$ cat src/rtl/riscy_pkg.sv
`default_nettype none
// ------------------------------------------------------------------
// riscy_pkg: shared opcodes, control encodings and FSM states.
// Rev 1.0
// ------------------------------------------------------------------
package riscy_pkg;

   localparam logic [6:0] OP_LOAD   = 7'b0000011;
   localparam logic [6:0] OP_STORE  = 7'b0100011;
   localparam logic [6:0] OP_RTYPE  = 7'b0110011;
   localparam logic [6:0] OP_IMM    = 7'b0010011;
   localparam logic [6:0] OP_BRANCH = 7'b1100011;
   localparam logic [6:0] OP_JAL    = 7'b1101111;
   localparam logic [6:0] OP_LUI    = 7'b0110111;

   localparam logic [2:0] F3_BEQ  = 3'd0;
   localparam logic [2:0] F3_BNE  = 3'd1;
   localparam logic [2:0] F3_BLT  = 3'd4;
   localparam logic [2:0] F3_BGE  = 3'd5;
   localparam logic [2:0] F3_BLTU = 3'd6;
   localparam logic [2:0] F3_BGEU = 3'd7;

   typedef enum logic [3:0] {
      ALU_ADD  = 4'h0, ALU_SLL = 4'h1, ALU_SLT = 4'h2, ALU_SLTU = 4'h3,
      ALU_XOR  = 4'h4, ALU_SRL = 4'h5, ALU_OR  = 4'h6, ALU_AND  = 4'h7,
      ALU_SUB  = 4'h8, ALU_SRA = 4'hD
   } alu_ctrl_t;

   typedef enum logic [2:0] {
      IMM_I = 3'b000, IMM_S = 3'b001, IMM_B = 3'b010, IMM_J = 3'b011, IMM_U = 3'b100
   } imm_src_t;

   typedef enum logic [1:0] {
      RES_ALUOUT = 2'b00, RES_DATA = 2'b01, RES_ALURESULT = 2'b10, RES_IMM = 2'b11
   } result_src_t;

   typedef enum logic [1:0] {
      SRCA_PC = 2'b00, SRCA_OLDPC = 2'b01, SRCA_RS1 = 2'b10
   } alu_src_a_t;

   typedef enum logic [1:0] {
      SRCB_RS2 = 2'b00, SRCB_IMM = 2'b01, SRCB_FOUR = 2'b10
   } alu_src_b_t;

   typedef enum logic [3:0] {
      S_FETCH   = 4'd0,  S_DECODE  = 4'd1,  S_MEMADR = 4'd2,  S_MEMREAD = 4'd3,
      S_MEMWB   = 4'd4,  S_MEMWRITE = 4'd5, S_EXECR  = 4'd6,  S_EXECI   = 4'd7,
      S_ALUWB   = 4'd8,  S_BRANCH  = 4'd9,  S_JAL    = 4'd10, S_LUIWB   = 4'd11
   } state_t;

endpackage
`default_nettype wire

$ cat src/rtl/branch_cond.sv
`default_nettype none
// ------------------------------------------------------------------
// branch_cond: branch-taken decision from funct3 and ALU flags {N,Z,C,V}.
// Rev 1.0
// ------------------------------------------------------------------
module branch_cond
   import riscy_pkg::*;
(
   input  logic [2:0] funct3_i,
   input  logic [3:0] flags_i,
   output logic       taken_o
);

   logic n_flag, z_flag, c_flag, v_flag;

   assign {n_flag, z_flag, c_flag, v_flag} = flags_i;

   always_comb begin
      taken_o = 1'b0;
      case (funct3_i)
         F3_BEQ:  taken_o = z_flag;
         F3_BNE:  taken_o = ~z_flag;
         F3_BLT:  taken_o = n_flag ^ v_flag;
         F3_BGE:  taken_o = ~(n_flag ^ v_flag);
         F3_BLTU: taken_o = ~c_flag;
         F3_BGEU: taken_o = c_flag;
         default: taken_o = 1'b0;
      endcase
   end

endmodule
`default_nettype wire

$ cat src/rtl/control_multi.sv
`default_nettype none
// ------------------------------------------------------------------
// control_multi: multi-cycle main controller for the riscy32 core.
// Rev 1.0
// ------------------------------------------------------------------
module control_multi
   import riscy_pkg::*;
#(
   parameter int MEM_WAIT = 1
) (
   input  logic       clk,
   input  logic       reset,
   input  logic [6:0] op,
   input  logic [2:0] funct3,
   input  logic       funct7,
   input  logic [3:0] flags,
   input  logic       mem_ready,
   output logic       PCWrite,
   output logic       AdrSrc,
   output logic       MemWrite,
   output logic       IRWrite,
   output logic       RegWrite,
   output logic [1:0] ResultSrc,
   output logic [1:0] ALUSrcA,
   output logic [1:0] ALUSrcB,
   output logic [2:0] ImmSrc,
   output logic [3:0] ALUControl,
   output logic       illegal,
   output logic       retire
);

   state_t state_q, state_d;
   logic   ready;
   logic   taken;

   assign ready = (MEM_WAIT == 0) ? 1'b1 : mem_ready;

   branch_cond u_branch_cond (
      .funct3_i (funct3),
      .flags_i  (flags),
      .taken_o  (taken)
   );

   always_ff @(posedge clk or posedge reset) begin
      if (reset) state_q <= S_FETCH;
      else       state_q <= state_d;
   end

   always_comb begin
      case (op)
         OP_STORE:  ImmSrc = IMM_S;
         OP_BRANCH: ImmSrc = IMM_B;
         OP_JAL:    ImmSrc = IMM_J;
         OP_LUI:    ImmSrc = IMM_U;
         default:   ImmSrc = IMM_I;
      endcase
   end

   always_comb begin
      state_d    = S_FETCH;
      PCWrite    = 1'b0;
      AdrSrc     = 1'b0;
      MemWrite   = 1'b0;
      IRWrite    = 1'b0;
      RegWrite   = 1'b0;
      ResultSrc  = RES_ALUOUT;
      ALUSrcA    = SRCA_PC;
      ALUSrcB    = SRCB_RS2;
      ALUControl = ALU_ADD;
      illegal    = 1'b0;
      retire     = 1'b0;
      case (state_q)
         S_FETCH: begin
            ALUSrcB   = SRCB_FOUR;
            ResultSrc = RES_ALURESULT;
            IRWrite   = ready;
            PCWrite   = ready;
            state_d   = ready ? S_DECODE : S_FETCH;
         end
         // The branch/jal target is formed here and parked in ALUOut.
         S_DECODE: begin
            ALUSrcA = SRCA_OLDPC;
            ALUSrcB = SRCB_IMM;
            case (op)
               OP_LOAD, OP_STORE: state_d = S_MEMADR;
               OP_RTYPE:          state_d = S_EXECR;
               OP_IMM:            state_d = S_EXECI;
               OP_BRANCH:         state_d = S_BRANCH;
               OP_JAL:            state_d = S_JAL;
               OP_LUI:            state_d = S_LUIWB;
               default: begin
                  illegal = 1'b1;
                  retire  = 1'b1;
                  state_d = S_FETCH;
               end
            endcase
         end
         S_MEMADR: begin
            ALUSrcA = SRCA_RS1;
            ALUSrcB = SRCB_IMM;
            state_d = (op == OP_LOAD) ? S_MEMREAD : S_MEMWRITE;
         end
         S_MEMREAD: begin
            AdrSrc  = 1'b1;
            state_d = ready ? S_MEMWB : S_MEMREAD;
         end
         S_MEMWB: begin
            ResultSrc = RES_DATA;
            RegWrite  = 1'b1;
            retire    = 1'b1;
         end
         S_MEMWRITE: begin
            AdrSrc   = 1'b1;
            MemWrite = 1'b1;
            retire   = ready;
            state_d  = ready ? S_FETCH : S_MEMWRITE;
         end
         S_EXECR: begin
            ALUSrcA    = SRCA_RS1;
            ALUControl = {funct7, funct3};
            state_d    = S_ALUWB;
         end
         // Only shifts use funct7 on OP-IMM; elsewhere that bit is immediate.
         S_EXECI: begin
            ALUSrcA    = SRCA_RS1;
            ALUSrcB    = SRCB_IMM;
            ALUControl = {(funct3 == 3'd5) ? funct7 : 1'b0, funct3};
            state_d    = S_ALUWB;
         end
         S_ALUWB: begin
            RegWrite = 1'b1;
            retire   = 1'b1;
         end
         S_BRANCH: begin
            ALUSrcA    = SRCA_RS1;
            ALUControl = ALU_SUB;
            PCWrite    = taken;
            retire     = 1'b1;
         end
         S_JAL: begin
            ALUSrcA = SRCA_OLDPC;
            ALUSrcB = SRCB_FOUR;
            PCWrite = 1'b1;
            state_d = S_ALUWB;
         end
         S_LUIWB: begin
            ResultSrc = RES_IMM;
            RegWrite  = 1'b1;
            retire    = 1'b1;
         end
         default: state_d = S_FETCH;
      endcase
      if (reset) begin
         PCWrite  = 1'b0;
         IRWrite  = 1'b0;
         RegWrite = 1'b0;
         MemWrite = 1'b0;
         illegal  = 1'b0;
         retire   = 1'b0;
      end
   end

endmodule
`default_nettype wire

$ cat config.mk
export PLATFORM = sky130hd
export DESIGN_NAME = control_multi
export DESIGN_NICKNAME = d
export VERILOG_FILES = /design/src/rtl/riscy_pkg.sv /design/src/rtl/branch_cond.sv /design/src/rtl/control_multi.sv
export SDC_FILE = /design/constraint.sdc
export NUM_CORES = 1
export LEC_CHECK = 0
export ABC_AREA = 1
export BUFFER_PORTS_ARGS = -buffer_cell sky130_fd_sc_hd__buf_2
export CAP_MARGIN = 20
export CORE_MARGIN = 3
export CORE_UTILIZATION = 37
export CTS_CLUSTER_DIAMETER = 30
export CTS_CLUSTER_SIZE = 28
export DETAILED_ROUTE_END_ITERATION = 8
export MAX_ROUTING_LAYER = met4
export PLACE_DENSITY = 0.69
export REMOVE_ABC_BUFFERS = 1
export SLEW_MARGIN = 25
export SYNTH_ARGS = -nofsm -noshare
export SYNTH_HDL_FRONTEND = slang
export SYNTH_SLANG_ARGS = --single-unit
$ cat constraint.sdc
create_clock -name clk -period 1.05 [get_ports clk]
set_input_delay 0.0525 -clock clk [delete_from_list [all_inputs] [get_ports clk]]
set_output_delay 0.0525 -clock clk [all_outputs]
set_load 0.05 [all_outputs]
==> out/results.ini, run 1 <==
[place]
port_buffers=37
place.gp.congestion=0.820
dp_hpwl_mm=1.81
placed_cells=194

[yosys]
ys_seq_area_share_pct=16.3
ys_top_cells_by_area=nand2_1 19%, dfrtp_1 16%, inv_1 16%, nand3_1 11%, nor2_1 9.8%
synth_area_sq_um=616
ys_ff_latch=4
synth_cell_type_count=20
syn-mean-instance-area_sq_um=5.22
ys_warn_count=0
syn_inst=118
synth_top_cell_by_area=nand2_1
synth_top_cell_area_share_pct=18.9

[floorplanning]
fp.dieH_um=46.8
rows=14
start_util_pct=39.9
die_w_um=46.8
num_io_pins=38

[timing]
worstEndpointGrtRepair=retire
worst-ep-kind=output port

[clock_network]
htreeDepth=1
clock_path_buffers=2
clock-sinks=4
cts-root-buf=clkbuf_4
cts_made_buffers=3

[outcome]
haltStage=global routing (5_1_grt)
stop_error=[ERROR DPL-0038] Utilization greater than 100%, impossible to legalize
status=did not finish

[global_route]
grt_max_degree=7

cell families after synthesis:
| logic type | after synthesis | synth area share (%) |
|---|---|---|
| simple gates | 73 | 53.5 |
| buf+inv | 26 | 15.9 |
| compound gates | 15 | 14.4 |
| flops | 4 | 16.3 |
stage by stage:
stage          setup TNS, ns  hold WS [ns]  util, %  cell area [sq um]  setup slack (ns)
3_3_place_gp           -4.19        0.0903     64.4                993            -0.311
4_1_cts                -7.91         0.188     82.6               1270            -0.517
3_5_place_dp           -4.99        0.0848     64.4                993            -0.338
2_1_floorplan          -5.82        -0.176        -                616            -0.653
what timing repair did:
action                                  4_1_cts
setup buffers                                 8
pin swaps                                    10
hold buffers                                  1
resized for setup                            61
endpoints found under the setup margin       22
hold endpoints to repair                      4
synthesized netlist by cell type:
| cell type | number |
|---|---|
| o2111ai_1 | 1 |
| nor2_4 | 1 |
| dfrtp_1 | 4 |
| nand4_1 | 3 |
| nor2_2 | 1 |
| or2_2 | 1 |
| a21oi_1 | 6 |
| nand2_1 | 31 |
| nor3_1 | 3 |
| nand3_1 | 13 |
| nor3b_1 | 1 |
| nand2_2 | 1 |
| inv_1 | 26 |
| and3_1 | 1 |
| nor3_2 | 1 |
| o21bai_1 | 1 |
| o211ai_1 | 2 |
| o21ai_0 | 4 |
| o31ai_1 | 1 |
| nor2_1 | 16 |
==> run 2: changes to the inputs <==
Settings changed: CORE_AREA set to 3 3 64 66, CORE_MARGIN 3 to not set, CORE_UTILIZATION 37 to not set, CTS_CLUSTER_DIAMETER 30 to not set, CTS_CLUSTER_SIZE 28 to not set, DIE_AREA set to 0 0 67 69, MAX_ROUTING_LAYER met4 to not set, PLACE_DENSITY 0.69 to not set, PLACE_DENSITY_LB_ADDON set to 0.15.
Clock period 1.05 ns to 1.37 ns, I/O delays scaled along.
==> run 2 against run 1 <==
  * The flow now finishes, with violations (setup timing)
  * Area after synthesis did not move
  * Synthesized cell count did not move
==> out/results.ini, run 2 <==
[final_layout]
regMostFlops=state_q
diodes=0
largest_reg_flops=4
final_util_pct=32.2
area_delta_synth_final_pct=90.2
layout.nets=196
largest_registers=state_q: 4 flops
drive_above_1_share_pct=44.9
mostFrequentLayoutCells=30 x nand2_1, 22 x buf_4, 20 x inv_1, 20 x buf_2
mostFrequentLayoutCell=nand2_1

[global_route]
grt_pass1_wl_mm=3.64
grt_max_degree=7
overflow=0
grt_antenna_before_repair=0
grt_util_all_layers_pct=10.0
grt_pass1_vias=788

[detailed_routing]
wl_mm=2.37
antenna_left=0
drc=0
num_vias=901
dr.pass1.iters=4
via_per_inst=4.02
routedWlPerCell_um=10.6
drt_iter0_drc=39

[timing]
max_clock_freq_ghz=0.635
setup_ws_ns=-0.204
finalCritPeriodShare_pct=115
fin_crit_ns=1.57
holdWs_ns=0.218
max_slew_margin_pct=83.9
setup_viol=17
slew_violations=0
hold_viol=0
tightest_slew_ns=0.241
skew_ns=0.00108
rsz0062_at_grt=true

[place]
place.gp.congestion=0.859
dp_hpwl_mm=2.06
port_buffers=37

[floorplanning]
rows=22
fp.dieH_um=69
start_util_pct=16.9
core_area_sq_um=3630
fp.dieArea_sq_um=4620
num_io_pins=38
die_w_um=67

[worst_setup_path]
start_kind=flip-flop
rrSetupSlack_ns=-0.04
endpoint_kind=output port
r2r_end=state_q[0]
critical_path_arrival_ns=1.51
critPathKind=flip-flop to output port
reg2regPathDepth=8
worstPathMaxFanout=5
reg2reg_from=state_q[3]
cp.required_ns=1.30

[yosys]
synth_edf_count=0
synth_area_sq_um=616
ys_warn_count=0
ys_top_cells_by_area=nand2_1 19%, dfrtp_1 16%, inv_1 16%, nand3_1 11%, nor2_1 9.8%
synth_most_common_cell=nand2_1
synth_top_cell_by_area=nand2_1
ys_ff_latch=4
syn-mean-instance-area_sq_um=5.22
synth-main-ff-cell=dfrtp_1
postSynth.asyncResetShare_pct=100
synth_top_cell_area_share_pct=18.9
syn_inst=118
synth_cell_type_count=20
synth_commonest_cells=31 x nand2_1, 26 x inv_1, 16 x nor2_1
ys_seq_area_share_pct=16.3

[clock_network]
htreeDepth=1
cts_made_buffers=3
cts_tree=done
clock_latency_ns=0.21
clkTransAtPathRegs_ns=0.03
cts-root-buf=clkbuf_8
clock_path_buffers=2
clock-sinks=4

[hold_path]
hold_depth=3
min_path_type=input pin to flip-flop
whs_endpoint=state_q[2]
hold_path_startpoint=op[4]

[pwr]
ir_drop_v=0.000143
cellPowerDensity_nw_per_um2=662
power_leakage_uw=0.000672
power.total_uw=775

[outcome]
status=finished with violations
violations=setup timing

[run]
cap_viol_max_count=0

run 2: cell counts after synthesis:
Identical to the previous run, type by type.
run 2: critical path: stages, from the launching register on:
cell     delay (ns)
dfrtp_2        0.45
nor2_4         0.13
inv_2          0.06
nor2_4         0.09
nand4_1        0.16
a21oi_1        0.18
buf_4          0.22
run 2: kinds of logic after synthesis:
logic type      Yosys count  synth area share (%)
simple gates             73                  53.5
flops                     4                  16.3
buf+inv                  26                  15.9
compound gates           15                  14.4
run 2: how the worst max path moves through the flow:
stage                end  cells past startpoint  slack (ns)       start
3_5_place_dp     PCWrite                      8       -0.12  state_q[1]
6_report          retire                      6       -0.20  state_q[2]
4_1_cts          PCWrite                      6       -0.20  state_q[2]
5_1_grt          PCWrite                      8       -0.27  state_q[1]
2_1_floorplan  ImmSrc[0]                      5       -0.36       op[2]
3_3_place_gp     PCWrite                      8       -0.11  state_q[1]
run 2: cell type report:
type	count	area (sq um)
Sequential cell	4	103
Clock buffer	3	41.3
Fill cell	441	2460
Tap cell	48	60.1
Inverter	26	97.6
Multi-Input combinational cell	88	459
Timing Repair Buffer	55	410
run 2: report_power, final:
part	internal, uW	total, uW	switching (uW)
Clock	186	239	52.1
Combinational	145	399	254
Sequential	126	137	11.4
Total	458	775	317
run 2: metal layers:
layer | vias up | part of all wire (%) | global-route usage, %
li1 | 492 | - | -
met1 | 369 | 47 | 14.2
met2 | 38 | 45 | 15.4
met3 | 2 | 7.3 | 1.14
met4 | 0 | 0.55 | 3.38
met5 | - | 0 | 0
run 2: stage by stage:
stage	setup TNS [ns]	setup slack [ns]	cells	cell area (sq um)
after floorplan	-1.85	-0.360	118	616
after global placement	-0.174	-0.111	216	958
after detailed placement	-0.253	-0.120	216	958
after CTS	-1.48	-0.196	221	1110
after global routing	-2.83	-0.274	224	1170
final	-1.53	-0.204	224	1170
run 2: repair_timing:
action / CTS / global route
resized for setup: 34 / 15
hold buffers: 1 / 0
setup buffers: 1 / 3
cloned: 0 / 0
pin swaps: 1 / 3
endpoints found under the setup margin: 17 / 18
hold endpoints to repair: 4 / 0
Power figures use the tool's default switching activity.
